## config.mk

```make
export PLATFORM = sky130hd
export DESIGN_NAME = spi_xfer_ctrl_flat
export DESIGN_NICKNAME = d
export VERILOG_FILES = /design/src/rtl/spi_ctrl_pkg.sv /design/src/rtl/spi_xfer_ctrl_if.sv /design/src/rtl/spi_xfer_ctrl_sync_fifo.sv /design/src/rtl/spi_xfer_ctrl.sv /design/src/flat_wrapper.sv
export SDC_FILE = /design/constraint.sdc
export NUM_CORES = 1
export LEC_CHECK = 0
export CORE_MARGIN = 1.5
export CORE_UTILIZATION = 33
export CTS_BUF_LIST = sky130_fd_sc_hd__clkbuf_4 sky130_fd_sc_hd__clkbuf_8 sky130_fd_sc_hd__clkbuf_16
export CTS_CLUSTER_SIZE = 20
export DETAILED_ROUTE_END_ITERATION = 10
export GPL_ROUTABILITY_DRIVEN = 0
export MAX_ROUTING_LAYER = met4
export PLACE_DENSITY = 0.5
export SYNTH_ARGS = -nofsm -noshare
export SYNTH_HDL_FRONTEND = slang
export SYNTH_SLANG_ARGS = --single-unit
```

## constraint.sdc

```tcl
create_clock -name clk -period 5.7 [get_ports clk]
set_input_delay 1.14 -clock clk [delete_from_list [all_inputs] [get_ports clk]]
set_output_delay 1.14 -clock clk [all_outputs]
set_load 0.01 [all_outputs]
```

## src/rtl/spi_ctrl_pkg.sv

```systemverilog
// Shared constants and types for the SPI transfer controller: coprocessor
// register map, status/CTRL bit positions and the transfer FSM state type.
package spi_ctrl_pkg;

  localparam int W_REG = 5;

  localparam logic [W_REG-1:0] SPI_A_TXDATA = 5'd2;
  localparam logic [W_REG-1:0] SPI_A_RXDATA = 5'd4;
  localparam logic [W_REG-1:0] SPI_A_STATUS = 5'd6;
  localparam logic [W_REG-1:0] SPI_A_CTRL   = 5'd7;

  localparam int ST_TX_EMPTY  = 0;
  localparam int ST_TX_FULL   = 1;
  localparam int ST_RX_EMPTY  = 2;
  localparam int ST_RX_FULL   = 3;
  localparam int ST_BUSY      = 4;
  localparam int ST_RX_OVF    = 5;
  localparam int ST_TIMEOUT   = 6;
  localparam int ST_RX_COUNT  = 8;
  localparam int ST_TX_COUNT  = 16;

  localparam int CTRL_CLR_STICKY = 0;
  localparam int CTRL_FLUSH      = 1;

  typedef enum logic [1:0] {
    IDLE,
    LOAD,
    WAIT
  } xfer_state_e;

endpackage

```

## src/rtl/spi_xfer_ctrl_if.sv

```systemverilog
// CPU coprocessor port plus spi engine handshake, bundled for spi_xfer_ctrl.
// The slave modport is the controller's view; master is the CPU/engine side.
interface spi_xfer_ctrl_if #(
  parameter int W_DATA = 32
);

  logic                          cpu_req;
  logic                          cpu_wr;
  logic [spi_ctrl_pkg::W_REG-1:0] cpu_addr;
  logic [W_DATA-1:0]             cpu_wdata;
  logic [W_DATA-1:0]             cpu_rdata;
  logic                          cpu_stall;
  logic                          spi_tx_ready;
  logic [W_DATA-1:0]             spi_tx_data;
  logic                          spi_tx_valid;
  logic [W_DATA-1:0]             spi_rx_data;
  logic                          spi_rx_valid;
  logic                          busy;

  modport slave (
    input  cpu_req, cpu_wr, cpu_addr, cpu_wdata,
    output cpu_rdata, cpu_stall,
    input  spi_tx_ready, spi_rx_data, spi_rx_valid,
    output spi_tx_data, spi_tx_valid, busy
  );

  modport master (
    output cpu_req, cpu_wr, cpu_addr, cpu_wdata,
    input  cpu_rdata, cpu_stall,
    output spi_tx_ready, spi_rx_data, spi_rx_valid,
    input  spi_tx_data, spi_tx_valid, busy
  );

endinterface

```

## src/rtl/spi_xfer_ctrl_sync_fifo.sv

```systemverilog
// Single-clock FIFO with flush; head word is presented combinationally and
// reads as zero when empty. Caller guarantees no push-when-full without pop.
module sync_fifo #(
  parameter int WIDTH = 32,
  parameter int DEPTH = 4
) (
  input  logic                       clk,
  input  logic                       rst,
  input  logic                       flush,
  input  logic                       push,
  input  logic                       pop,
  input  logic [WIDTH-1:0]           din,
  output logic [WIDTH-1:0]           dout,
  output logic                       full,
  output logic                       empty,
  output logic [$clog2(DEPTH):0]     count
);

  localparam int AW = $clog2(DEPTH);
  localparam int CW = AW + 1;

  logic [WIDTH-1:0] mem [DEPTH];
  logic [AW-1:0]    wptr_reg, rptr_reg;
  logic [AW-1:0]    wptr_next, rptr_next, waddr;
  logic [CW-1:0]    count_reg, count_next;

  // A push coinciding with flush lands in slot 0 so the word survives the flush.
  assign waddr = flush ? '0 : wptr_reg;

  genvar gi;
  generate
    for (gi = 0; gi < DEPTH; gi++) begin : g_entry
      always_ff @(posedge clk) begin
        if (push && waddr == AW'(gi)) begin
          mem[gi] <= din;
        end
      end
    end
  endgenerate

  always_comb begin
    wptr_next  = wptr_reg + AW'(push);
    rptr_next  = rptr_reg + AW'(pop);
    count_next = count_reg + CW'(push) - CW'(pop);
    if (flush) begin
      wptr_next  = AW'(push);
      rptr_next  = '0;
      count_next = CW'(push);
    end
  end

  always_ff @(posedge clk) begin
    if (rst) begin
      wptr_reg  <= '0;
      rptr_reg  <= '0;
      count_reg <= '0;
    end else begin
      wptr_reg  <= wptr_next;
      rptr_reg  <= rptr_next;
      count_reg <= count_next;
    end
  end

  assign empty = (count_reg == '0);
  assign full  = (count_reg == CW'(DEPTH));
  assign count = count_reg;
  assign dout  = empty ? '0 : mem[rptr_reg];

endmodule

```

## src/rtl/spi_xfer_ctrl.sv

```systemverilog
// Clocked scheduler between the CPU coprocessor port and the spi engine.
// Define SPI_XFER_TIMEOUT_EN to abort a WAIT after TIMEOUT_CYC cycles.
module spi_xfer_ctrl
  import spi_ctrl_pkg::*;
#(
  parameter int W_DATA      = 32,
  parameter int TX_DEPTH    = 4,
  parameter int RX_DEPTH    = 4,
  parameter int TIMEOUT_CYC = 1024
) (
  input logic            clk,
  input logic            rst,
  spi_xfer_ctrl_if.slave bus
);

  localparam int TX_CW = $clog2(TX_DEPTH) + 1;
  localparam int RX_CW = $clog2(RX_DEPTH) + 1;

  if (TX_DEPTH < 2 || (TX_DEPTH & (TX_DEPTH - 1)) != 0 ||
      RX_DEPTH < 2 || (RX_DEPTH & (RX_DEPTH - 1)) != 0 || TIMEOUT_CYC < 1) begin : g_bad_params
    $error("spi_xfer_ctrl: depths must be powers of two >= 2 and TIMEOUT_CYC >= 1");
  end

  xfer_state_e       state_reg, state_next;
  logic              tx_full, tx_empty, rx_full, rx_empty;
  logic [TX_CW-1:0]  tx_count;
  logic [RX_CW-1:0]  rx_count;
  logic [W_DATA-1:0] tx_head, rx_head, tx_data_reg, status;
  logic              hit_tx, hit_rx, hit_ctrl;
  logic              stall, accept, tx_push, tx_pop, rx_push, rx_pop, rx_attempt;
  logic              ctrl_wr, flush, clr_sticky, ovf_set;
  logic              rx_ovf_reg, timeout_hit, timeout_flag;

  assign hit_tx   = (bus.cpu_addr == SPI_A_TXDATA);
  assign hit_rx   = (bus.cpu_addr == SPI_A_RXDATA);
  assign hit_ctrl = (bus.cpu_addr == SPI_A_CTRL);

  // Stall looks only at registered FIFO state; engine activity this cycle never releases it.
  assign stall  = bus.cpu_req & ((bus.cpu_wr & hit_tx & tx_full) |
                                 (!bus.cpu_wr & hit_rx & rx_empty));
  assign accept = bus.cpu_req & !stall;

  assign tx_push    = accept & bus.cpu_wr & hit_tx;
  assign rx_pop     = accept & !bus.cpu_wr & hit_rx;
  assign ctrl_wr    = accept & bus.cpu_wr & hit_ctrl;
  assign flush      = ctrl_wr & bus.cpu_wdata[CTRL_FLUSH];
  assign clr_sticky = ctrl_wr & bus.cpu_wdata[CTRL_CLR_STICKY];

  assign tx_pop     = (state_reg == LOAD);
  assign rx_attempt = (state_reg == WAIT) & bus.spi_rx_valid;
  assign rx_push    = rx_attempt & (!rx_full | rx_pop);
  assign ovf_set    = rx_attempt & rx_full & !rx_pop;

  sync_fifo #(.WIDTH(W_DATA), .DEPTH(TX_DEPTH)) u_tx_fifo (
    .clk   (clk),
    .rst   (rst),
    .flush (flush),
    .push  (tx_push),
    .pop   (tx_pop),
    .din   (bus.cpu_wdata),
    .dout  (tx_head),
    .full  (tx_full),
    .empty (tx_empty),
    .count (tx_count)
  );

  sync_fifo #(.WIDTH(W_DATA), .DEPTH(RX_DEPTH)) u_rx_fifo (
    .clk   (clk),
    .rst   (rst),
    .flush (flush),
    .push  (rx_push),
    .pop   (rx_pop),
    .din   (bus.spi_rx_data),
    .dout  (rx_head),
    .full  (rx_full),
    .empty (rx_empty),
    .count (rx_count)
  );

  always_comb begin
    state_next = state_reg;
    case (state_reg)
      IDLE:    if (!tx_empty && bus.spi_tx_ready) state_next = LOAD;
      LOAD:    state_next = WAIT;
      WAIT:    if (bus.spi_rx_valid || timeout_hit) state_next = IDLE;
      default: state_next = IDLE;
    endcase
  end

  always_ff @(posedge clk) begin
    if (rst) begin
      state_reg <= IDLE;
    end else begin
      state_reg <= state_next;
    end
  end

  always_ff @(posedge clk) begin
    if (rst) begin
      tx_data_reg <= '0;
    end else if (state_reg == LOAD) begin
      tx_data_reg <= tx_head;
    end
  end

  always_ff @(posedge clk) begin
    if (rst) begin
      rx_ovf_reg <= 1'b0;
    end else if (ovf_set) begin
      rx_ovf_reg <= 1'b1;
    end else if (clr_sticky) begin
      rx_ovf_reg <= 1'b0;
    end
  end

`ifdef SPI_XFER_TIMEOUT_EN
  localparam int TO_W = $clog2(TIMEOUT_CYC + 1);
  logic [TO_W-1:0] to_cnt_reg;
  logic            timeout_reg;

  always_ff @(posedge clk) begin
    if (rst || state_reg != WAIT) begin
      to_cnt_reg <= '0;
    end else begin
      to_cnt_reg <= to_cnt_reg + 1'b1;
    end
  end

  // A reply arriving on the last allowed cycle still wins over the abort.
  assign timeout_hit = (state_reg == WAIT) && !bus.spi_rx_valid &&
                       (to_cnt_reg == TO_W'(TIMEOUT_CYC - 1));

  always_ff @(posedge clk) begin
    if (rst) begin
      timeout_reg <= 1'b0;
    end else if (timeout_hit) begin
      timeout_reg <= 1'b1;
    end else if (clr_sticky) begin
      timeout_reg <= 1'b0;
    end
  end

  assign timeout_flag = timeout_reg;
`else
  assign timeout_hit  = 1'b0;
  assign timeout_flag = 1'b0;
`endif

  always_comb begin
    status                            = '0;
    status[ST_TX_EMPTY]               = tx_empty;
    status[ST_TX_FULL]                = tx_full;
    status[ST_RX_EMPTY]               = rx_empty;
    status[ST_RX_FULL]                = rx_full;
    status[ST_BUSY]                   = bus.busy;
    status[ST_RX_OVF]                 = rx_ovf_reg;
    status[ST_TIMEOUT]                = timeout_flag;
    status[ST_RX_COUNT +: 8]          = 8'(rx_count);
    status[ST_TX_COUNT +: 8]          = 8'(tx_count);
  end

  always_comb begin
    bus.cpu_rdata = '0;
    if (hit_rx) begin
      bus.cpu_rdata = rx_head;
    end else if (bus.cpu_addr == SPI_A_STATUS) begin
      bus.cpu_rdata = status;
    end
  end

  assign bus.cpu_stall    = stall;
  assign bus.busy         = (state_reg != IDLE) | !tx_empty;
  assign bus.spi_tx_valid = (state_reg == LOAD);
  assign bus.spi_tx_data  = (state_reg == LOAD) ? tx_head : tx_data_reg;

endmodule
```

## src/flat_wrapper.sv

```systemverilog
// flat-port wrapper written by rule: the top's interface ports become plain ports
module spi_xfer_ctrl_flat import spi_ctrl_pkg::*;
#(
  parameter int W_DATA      = 32,
  parameter int TX_DEPTH    = 4,
  parameter int RX_DEPTH    = 4,
  parameter int TIMEOUT_CYC = 1024
)
  (clk, rst, bus_cpu_req, bus_cpu_wr, bus_cpu_addr, bus_cpu_wdata, bus_cpu_rdata, bus_cpu_stall, bus_spi_tx_ready, bus_spi_rx_data, bus_spi_rx_valid, bus_spi_tx_data, bus_spi_tx_valid, bus_busy);
  spi_xfer_ctrl_if #(.W_DATA(W_DATA)) bus_i ();
  input logic clk;
  input logic rst;
  input wire logic [$bits(bus_i.cpu_req)-1:0] bus_cpu_req;
  input wire logic [$bits(bus_i.cpu_wr)-1:0] bus_cpu_wr;
  input wire logic [$bits(bus_i.cpu_addr)-1:0] bus_cpu_addr;
  input wire logic [$bits(bus_i.cpu_wdata)-1:0] bus_cpu_wdata;
  output wire logic [$bits(bus_i.cpu_rdata)-1:0] bus_cpu_rdata;
  output wire logic [$bits(bus_i.cpu_stall)-1:0] bus_cpu_stall;
  input wire logic [$bits(bus_i.spi_tx_ready)-1:0] bus_spi_tx_ready;
  input wire logic [$bits(bus_i.spi_rx_data)-1:0] bus_spi_rx_data;
  input wire logic [$bits(bus_i.spi_rx_valid)-1:0] bus_spi_rx_valid;
  output wire logic [$bits(bus_i.spi_tx_data)-1:0] bus_spi_tx_data;
  output wire logic [$bits(bus_i.spi_tx_valid)-1:0] bus_spi_tx_valid;
  output wire logic [$bits(bus_i.busy)-1:0] bus_busy;
  assign bus_i.cpu_req = bus_cpu_req;
  assign bus_i.cpu_wr = bus_cpu_wr;
  assign bus_i.cpu_addr = bus_cpu_addr;
  assign bus_i.cpu_wdata = bus_cpu_wdata;
  assign bus_cpu_rdata = bus_i.cpu_rdata;
  assign bus_cpu_stall = bus_i.cpu_stall;
  assign bus_i.spi_tx_ready = bus_spi_tx_ready;
  assign bus_i.spi_rx_data = bus_spi_rx_data;
  assign bus_i.spi_rx_valid = bus_spi_rx_valid;
  assign bus_spi_tx_data = bus_i.spi_tx_data;
  assign bus_spi_tx_valid = bus_i.spi_tx_valid;
  assign bus_busy = bus_i.busy;
  spi_xfer_ctrl #(.W_DATA(W_DATA), .TX_DEPTH(TX_DEPTH), .RX_DEPTH(RX_DEPTH), .TIMEOUT_CYC(TIMEOUT_CYC)) u_core (.clk(clk), .rst(rst), .bus(bus_i));
endmodule
```

## Yosys cells after proc, flatten, opt, wreduce, memory -nomap -nowiden

Memories as Yosys holds them, arrays and structs flattened. A register that Yosys moved wholly into a read port is not among the register bits.
Index checks and enable logic that the tools add are counted.

- Memories kept: 2
- Output and inout port bits: 67
- RAM bits: 256
- Input port bits: 75
- Register bits: 49

- Reductions and logical operators: 29
- Multiplexer cells: 52
- Add/subtract/negate cells: 8
- Bitwise operators: 20
- Eq/ne operators: 16

Memories:

| name | depth | width | read ports | clocked after memory_dff | write ports | RTL line | RTL |
|---|---|---|---|---|---|---|---|
| u_core.u_rx_fifo.mem | 4 | 32 | 1 | 1 | 1 | spi_xfer_ctrl_sync_fifo.sv:22 | `logic [WIDTH-1:0] mem [DEPTH];` |
| u_core.u_tx_fifo.mem | 4 | 32 | 1 | 1 | 1 | spi_xfer_ctrl_sync_fifo.sv:22 |  |

Operators by type and width:

| cell | count |
|---|---|
| $mux 32 | 10 |
| $reduce_or 32->1 | 6 |
| $mux 1 | 28 |
| $mux 2 | 12 |
| $mux 19 | 1 |
| $and 1x1->1 | 17 |
| $eq 5x3->1 const B | 3 |
| $eq 2x2->1 const B | 5 |
| $logic_and 1x1->1 | 9 |
| $add 2x1->2 | 4 |
| $add 3x1->3 | 2 |
| $eq 2x1->1 const B | 3 |
| $eq 3x3->1 const B | 2 |
| $logic_not 2->1 | 3 |
| $logic_not 3->1 | 2 |
| $pmux 2 s3 | 1 |
| $sub 3x1->3 | 2 |
| $eq 5x2->1 const B | 1 |
| $logic_not 1->1 | 5 |
| $reduce_bool 2->1 | 2 |
| $or 1x1->1 | 3 |
| $ne 2x1->1 const B | 1 |
| $ne 2x2->1 const B | 1 |
| $reduce_and 2->1 | 1 |
| $reduce_or 2->1 | 1 |

## Depth between registers and ports, before layout

Gate-level depths: netlist of the first run.

- Depth after elaboration: 19
- Gate-level depth with buffers: 11
- Depth with buffers taken out: 10

## By module

From an unflattened synthesis of the first run, not the netlist that was laid out.

- Cell total of the unflattened synthesis: 668
- Area, all modules: 12,296.8 um^2

Modules (own cells, without submodules):

| module | area each (um^2) | cells each | sequential area each (um^2) | instances |
|---|---|---|---|---|
| sync_fifo | 5,257.5 | 241 | 3,983.8 | 2 |
| spi_xfer_ctrl | 1,781.7 | 186 | 700.7 | 1 |

## Worst setup path before layout of the first run

OpenSTA, ideal clock, no wires.

- Kind: in2reg
- From: input port bus_cpu_addr[3]
- To: memory u_core.u_rx_fifo.mem[1][0], enable pin
- Library setup time: 0.501 ns
- Buffers on the path: 0
- Cell stages on the path: 3
- Required time: 5.199 ns
- Path slack: 0.405 ns
- Arrival time: 4.794 ns
- Path through: nor4b_4 -> a21oi_2 -> nor4_1

- Word-level cells in the longest chain between the ends: 19
- Elaborated cells on any way between the ends: 44

RTL lines:

| what | RTL line | RTL |
|---|---|---|
| start: declaration | flat_wrapper.sv:15 | `input wire logic [$bits(bus_i.cpu_addr)-1:0] bus_cpu_addr;` |
| $eq 5x2->1 / $eq 5x3->1 (equally long branches) | spi_xfer_ctrl.sv:34, spi_xfer_ctrl.sv:35 |  |
| $and 1x1->1 (on tied branches) (2 in series) | spi_xfer_ctrl.sv:39, spi_xfer_ctrl.sv:40 |  |
| $or 1x1->1 | spi_xfer_ctrl.sv:39 | `assign stall = bus.cpu_req & ((bus.cpu_wr & hit_tx & tx_full) \|` |
| $and 1x1->1 | spi_xfer_ctrl.sv:39 |  |
| $logic_not 1->1 | spi_xfer_ctrl.sv:41 | `assign accept = bus.cpu_req & !stall;` |
| $and 1x1->1 | spi_xfer_ctrl.sv:41 |  |
| $and 1x1->1 (2 in series) | spi_xfer_ctrl.sv:45 | `assign ctrl_wr = accept & bus.cpu_wr & hit_ctrl;` |
| $and 1x1->1 | spi_xfer_ctrl.sv:46 | `assign flush = ctrl_wr & bus.cpu_wdata[CTRL_FLUSH];` |
| $mux 2 | spi_xfer_ctrl_sync_fifo.sv:28 | `assign waddr = flush ? '0 : wptr_reg;` |
| $eq 2x1->1 | spi_xfer_ctrl_sync_fifo.sv:34 | `if (push && waddr == AW'(gi)) begin` |
| $logic_and 1x1->1 | spi_xfer_ctrl_sync_fifo.sv:34 |  |
| $mux 1 | spi_xfer_ctrl_sync_fifo.sv:34 |  |
| $mux 1 (implied by the code) | spi_xfer_ctrl_sync_fifo.sv:35 | `mem[gi] <= din;` |
| $reduce_or 32->1 (no source line) | -- |  |
| $mux 2 (no source line) / $mux 1 (equally long branches) (3 in series) | -- |  |
| end: declaration | spi_xfer_ctrl_sync_fifo.sv:22 |  |

Several ways; a longest one is shown, not always the timed one.

## Worst setup path in the final report of the first run

- From: register u_core.state_reg[1]
- To: output port bus_spi_tx_data[26]

- Word-level cells in the longest chain between the ends: 2

RTL lines:

| what | RTL line | RTL |
|---|---|---|
| start: declaration | spi_xfer_ctrl.sv:24 | `xfer_state_e state_reg, state_next;` |
| start signal: assignment | spi_xfer_ctrl.sv:94 | `state_reg <= state_next;` |
| $eq 2x1->1 | spi_xfer_ctrl.sv:174 | `assign bus.spi_tx_data = (state_reg == LOAD) ? tx_head : tx_data_reg;` |
| $mux 32 | spi_xfer_ctrl.sv:174 |  |
| end: declaration | flat_wrapper.sv:22 | `output wire logic [$bits(bus_i.spi_tx_data)-1:0] bus_spi_tx_data;` |

No other way between the ends.

==> results of run 1 <==
[cell type report]
class / count / area [um2]
Sequential cell: 305 / 8673
Clock buffer: 42 / 940.9
Clock inverter: 18 / 181.4
Inverter: 15 / 56.30
Multi-Input combinational cell: 248 / 2993
Tap cell: 461 / 576.8
Fill cell: 3135 / 20460
Timing Repair Buffer: 155 / 1516
[critical path: stages (launching register included)]
cell and delay, ns:
dfxtp_1 0.33, nand2b_2 0.66, nor2_4 1.05, a22o_1 0.29, clkdlybuf4s50_1 0.55
[synthesized netlist by cell type, types with 3 or more instances]
| master | n |
|---|---|
| a21oi_1 | 3 |
| a22o_1 | 73 |
| and2_1 | 21 |
| buf_2 | 16 |
| buf_6 | 5 |
| clkbuf_1 | 12 |
| dfxtp_1 | 49 |
| edfxtp_1 | 256 |
| ha_1 | 8 |
| inv_1 | 15 |
| mux4_2 | 64 |
| nand2_1 | 4 |
| nand2b_1 | 3 |
| nor2_1 | 19 |
| nor3b_1 | 3 |
| nor4_1 | 5 |
| or2_2 | 3 |
| or3b_2 | 3 |
| xnor2_1 | 6 |
[power breakdown]
part           leakage [nW]  switching [mW]  internal (mW)  total (mW)
Clock                 0.555           0.856           1.31        2.17
Combinational          1.53           0.191          0.185       0.376
Sequential             2.70          0.0379           2.44        2.48
[per-stage QoR]
stage	hold slack (ns)	instances	instance area, um2	util (%)	worst slack (ns)
6_report	0.4745	1244	14940	42.20	1.169
4_1_cts	0.4766	1244	14940	42.20	1.068
5_1_grt	0.4882	1244	14940	42.20	0.9680
3_5_place_dp	0.4545	1184	13820	39.03	1.164
3_3_place_gp	0.4559	1184	13820	39.03	1.277
2_1_floorplan	0.4426	603	11830	-	0.4047
[cell families (layout without fill, tap and decap cells)]
logic type	after synthesis	count (layout)	share of synthesized area, %
buf+inv	50	230	2.083
compound gates	87	87	6.293
xor+xnor	7	7	0.5183
simple gates	80	80	4.463
mux	64	64	12.18
flops	305	305	73.27
fa+ha+maj	10	10	1.185
[routing by layer]
layer | GRT usage [%] | up-vias | routed length [um] | share of wire (%)
li1 | - | 2793 | - | -
met1 | 19.70 | 3293 | 11920 | 44
met2 | 24.85 | 182 | 13000 | 48
met3 | 2.946 | 45 | 1626 | 6.0
met4 | 4.353 | 0 | 558 | 2.1
met5 | - | - | 0 | 0
[how the worst max path moves through the flow]
stage | startpoint | endpoint | slack [ns]
after CTS | u_core.state_reg[1] | bus_spi_tx_data[26] | 1.07
after global routing | u_core.state_reg[1] | bus_spi_tx_data[26] | 0.97
final | u_core.state_reg[1] | bus_spi_tx_data[26] | 1.17
after detailed placement | bus_cpu_addr[0] | bus_cpu_rdata[15] | 1.16
after floorplan | bus_cpu_addr[3] | u_core.u_rx_fifo.mem[1][0] | 0.40
after global placement | bus_cpu_addr[0] | bus_cpu_rdata[18] | 1.28
==> results.sh, run 1 <==
export IMPL_die_x_um=192.3
export IMPL_crit_type="flip-flop to output port"
export IMPL_antenna_found_initial=0
export IMPL_worst_setup_path_end_kind="output port"
export IMPL_first_global_vias=6848
export IMPL_die_h_um=192.3
export IMPL_synth_cell_types=47
export IMPL_maxSlewViolCount=0
export IMPL_cts_tree="built"
export IMPL_fin_crit_sh_pct=79.49
export IMPL_tightest_slew_ns=1.046
export IMPL_ir_drop_mv=0.2404
export IMPL_core_mm2=0.03540
export IMPL_clk_latency_ns=0.51
export IMPL_setup_viol=0
export IMPL_ant_nets=0
export IMPL_clk_path_buf_depth=3
export IMPL_start_kind="flip-flop"
export IMPL_synth_edf_count=256
export IMPL_routedWlPerCell_um=21.79
export IMPL_most_common_layout_cells="edfxtp_1 (256), clkdlybuf4s50_1 (141), a22o_1 (73)"
export IMPL_first_iter_violations=372
export IMPL_hold_class="flip-flop to flip-flop"
export IMPL_max_slew_margin_pct=30.13
export IMPL_fp_dieArea_mm2=0.03699
export IMPL_tns_ns=0
export IMPL_syn_to_final_growth_pct=26.27
export IMPL_required_ns=4.56
export IMPL_syn_inst=603
export IMPL_overflow=0
export IMPL_yosys_area_top_type="edfxtp_1"
export IMPL_r2r_setup_slack_ns=2.58
export IMPL_finalNetCount=844
export IMPL_cts_buffers=34
export IMPL_whs_path_depth=1
export IMPL_yosys_warnings=0
export IMPL_finalHoldViolations=0
export IMPL_p_per_area_mw_per_mm2=336.6
export IMPL_synth_area_per_cell_um2=19.62
export IMPL_fp_row_count=69
export IMPL_wl_um=27110
export IMPL_maxCapViolCount=0
export IMPL_worstHoldStart="u_core.tx_data_reg[31]"
export IMPL_postCtsSetupBuffers=0
export IMPL_hold_end="u_core.tx_data_reg[31]"
export IMPL_rr_worst_depth=11
export IMPL_finalCriticalPeriod_ns=4.531
export IMPL_io_buffers=141
export IMPL_drive_gt1_share_pct=21.20
export IMPL_boundaryPins=142
export IMPL_hpwl_um=16420
export IMPL_drc=0
export IMPL_grt_usage_pct=15.34
export IMPL_viasPerCell=5.075
export IMPL_r2r_start="u_core.u_rx_fifo.count[1]"
export IMPL_clock_skew_ns=0.01939
export IMPL_route_vias_total=6313
export IMPL_cp_max_fo=36
export IMPL_total_power_mw=5.028
export IMPL_initial_core_util_pct=33.42
export IMPL_final_common_cell="edfxtp_1"
export IMPL_cts_resized=0
export IMPL_max_freq_mhz=220.7
export IMPL_grt_pass1_wl_um=40710
export IMPL_ys_seq_area_share_pct=73.27
export IMPL_dr_pass1_iters=4
export IMPL_rsz0062_at_grt="no"
export IMPL_cts_root_buffer="clkbuf_16"
export IMPL_clk_transition_reported_paths_ns=0.06
export IMPL_diodes=0
export IMPL_synth_seq_cells=305
export IMPL_hold_buffers=0
export IMPL_syn_area_mm2=0.01183
export IMPL_synth_top_flop_cell="edfxtp_1"
export IMPL_synth_top_area_share_pct=64.98
export IMPL_synth_area_leaders="edfxtp_1 (65%), mux4_2 (12%), dfxtp_1 (8.3%), a22o_1 (5.4%), and2_1 (1.1%)"
export IMPL_syn_nets=688
export IMPL_async_reset_ff_share_pct=0
export IMPL_leakage_nw=4.782
export IMPL_htreeDepth=2
export IMPL_cp_arrival_ns=3.39
export IMPL_status="finished clean"
export IMPL_grt_start_max_net_pins=37
export IMPL_cts_sinks=305
export IMPL_rr_endpoint="u_core.u_rx_fifo.count[2]"
(Power assumes the default switching activity.)
==> inputs of run 2 (changes only) <==
clock period = 4.4 ns   (was 5.7 ns; I/O delays follow)
==> run 2 against run 1 <==
Design area grew 0.78%. Final cell count grew 0.96%. Clock power grew 33%. Largest power group unchanged. Highest routed layer unchanged.
==> results.sh, run 2 (same netlist as run 1, synthesis figures left out) <==
export IMPL_status="finished clean"
export IMPL_fin_cells=1256
export IMPL_initial_core_util_pct=33.42
export IMPL_cts_buffers=36
export IMPL_postCtsSetupBuffers=0
export IMPL_hold_worst_slack_ns=0.4727
export IMPL_cts_root_buffer="clkbuf_16"
export IMPL_htreeDepth=2
export IMPL_antenna_found_initial=1
export IMPL_start_kind="primary input"
export IMPL_clk_path_buf_depth=3
export IMPL_ant_nets=0
export IMPL_crit_type="primary input to output port"
export IMPL_finalHoldViolations=0
export IMPL_route_vias_total=6276
export IMPL_cts_sinks=305
export IMPL_worstHoldStart="u_core.tx_data_reg[6]"
export IMPL_die_x_um=192.3
export IMPL_r2r_start="u_core.u_rx_fifo.count[1]"
export IMPL_ir_drop_mv=0.2938
export IMPL_grt_pass1_wl_um=41250
export IMPL_rr_worst_depth=11
export IMPL_tightest_slew_ns=1.004
export IMPL_finalNetCount=852
export IMPL_slowest_delay_ns=0.55
export IMPL_routedWlPerCell_um=21.54
export IMPL_worst_setup_path_end_kind="output port"
export IMPL_hold_class="flip-flop to flip-flop"
export IMPL_boundaryPins=142
export IMPL_critPathTopFamily="buffers and inverters"
export IMPL_switching_share_pct=21.47
export IMPL_dr_pass1_iters=4
export IMPL_setup_viol=0
export IMPL_first_global_vias=6983
export IMPL_dp_slack_ns=0.3642
export IMPL_finalWorstSetupSlack_ns=0.3771
export IMPL_placed_cells=1190
export IMPL_cp_max_fo=33
export IMPL_finalCriticalPeriod_ns=4.023
export IMPL_overflow=0
export IMPL_final_common_cell="edfxtp_1"
export IMPL_clk_latency_ns=0.51
export IMPL_grt_usage_pct=15.54
export IMPL_combPwrFrac_pct=7.5
export IMPL_first_iter_violations=315
export IMPL_rsz0062_at_grt="no"
export IMPL_max_slew_margin_pct=32.92
export IMPL_fin_crit_sh_pct=91.43
export IMPL_maxCapViolCount=0
export IMPL_rr_endpoint="u_core.u_rx_fifo.count[2]"
export IMPL_cpMaxStageDelayCell="clkdlybuf4s50_1"
export IMPL_whs_path_depth=1
export IMPL_fp_row_count=69
export IMPL_required_ns=3.52
export IMPL_syn_to_final_growth_pct=27.26
export IMPL_drive_gt1_share_pct=21.54
export IMPL_grt_start_max_net_pins=36
export IMPL_crit_top_cell="clkdlybuf4s50_1"
export IMPL_r2r_setup_slack_ns=1.37
export IMPL_viasPerCell=4.997
export IMPL_cp_arrival_ns=3.14
export IMPL_core_mm2=0.03540
export IMPL_clk_transition_reported_paths_ns=0.05
export IMPL_cts_tree="built"
export IMPL_hold_end="u_core.tx_data_reg[6]"
export IMPL_path_buf_inv=3
export IMPL_die_h_um=192.3
export IMPL_clock_skew_ns=0.01035
export IMPL_switchingPower_mw=1.418
export IMPL_max_freq_mhz=248.6
export IMPL_io_buffers=141
export IMPL_sequentialPowerShare_pct=48.7
export IMPL_hold_buffers=0
export IMPL_pwr_share_clk_pct=43.8
export IMPL_cp_cell_sequence="clkdlybuf4s50_1, nor4b_4, and3_1, buf_4, and2_1, clkdlybuf4s50_1"
export IMPL_wl_um=27050
export IMPL_drc=0
export IMPL_p_per_area_mw_per_mm2=438.5
export IMPL_maxSlewViolCount=0
export IMPL_hpwl_um=16690
export IMPL_cts_resized=0
export IMPL_leakage_nw=4.846
export IMPL_fp_dieArea_mm2=0.03699
export IMPL_most_common_layout_cells="edfxtp_1 (256), clkdlybuf4s50_1 (141), a22o_1 (73)"
export IMPL_cellInternalPower_mw=5.184
-- run 2: layout make-up --
cell class                 count  area, um2
antenna                        1      2.502
timing repair buffer         161       1574
clock buffer                  47       1031
sequential                   305       8673
multi-input combinational    248       2993
fill                        3144      20340
tap                          461      576.8
inverter                      15      56.30
clock inverter                18      147.6
-- run 2: routing by layer --
metal	vias up	track usage, %	share of wire (%)
li1	2807	-	-
met1	3241	19.55	43
met2	188	25.53	48
met3	40	3.510	6.6
met4	0	3.816	1.8
met5	-	-	0
-- run 2: worst max path at each step --
stage / from / to / slack, ns / cells after the start
final: bus_cpu_addr[0] / bus_cpu_rdata[15] / 0.38 / 6
after floorplan: bus_cpu_addr[3] / u_core.u_rx_fifo.mem[1][0] / -0.64 / 3
after global routing: bus_cpu_addr[0] / bus_cpu_rdata[18] / 0.25 / 6
after detailed placement: bus_cpu_addr[0] / u_core.u_rx_fifo.count[2] / 0.36 / 12
after global placement: bus_cpu_addr[0] / bus_cpu_rdata[18] / 0.46 / 6
after CTS: bus_cpu_addr[0] / bus_cpu_rdata[15] / 0.36 / 6
-- run 2: power by group through the flow --
stage	combinational [mW]	clock [mW]	sequential, mW
floorplan	0.283	0	3.25
global placement	0.494	0	3.28
detailed placement	0.504	0	3.28
CTS	0.506	2.98	3.22
global route	0.540	3.09	3.22
finish	0.497	2.89	3.22
-- run 2: metrics by stage --
step                      total power [mW]  TNS [ns]  area, um2  utilization [%]
after detailed placement             3.782         0      13870            39.19
after floorplan                      3.529    -60.99      11830                -
after global placement               3.770         0      13870            39.19
final                                6.602         0      15050            42.53
after CTS                            6.706         0      15050            42.52
after global routing                 6.850         0      15050            42.53
-- run 2: worst reg2reg max path, cell delays in order (launching register included) --
cell	delay, ns
dfxtp_1	0.41
or3_1	0.45
and3_1	0.21
buf_4	0.24
and3b_1	0.27
ha_1	0.28
inv_1	0.04
ha_1	0.20
fa_1	0.41
xnor2_1	0.19
xnor2_1	0.14
nor2_1	0.05
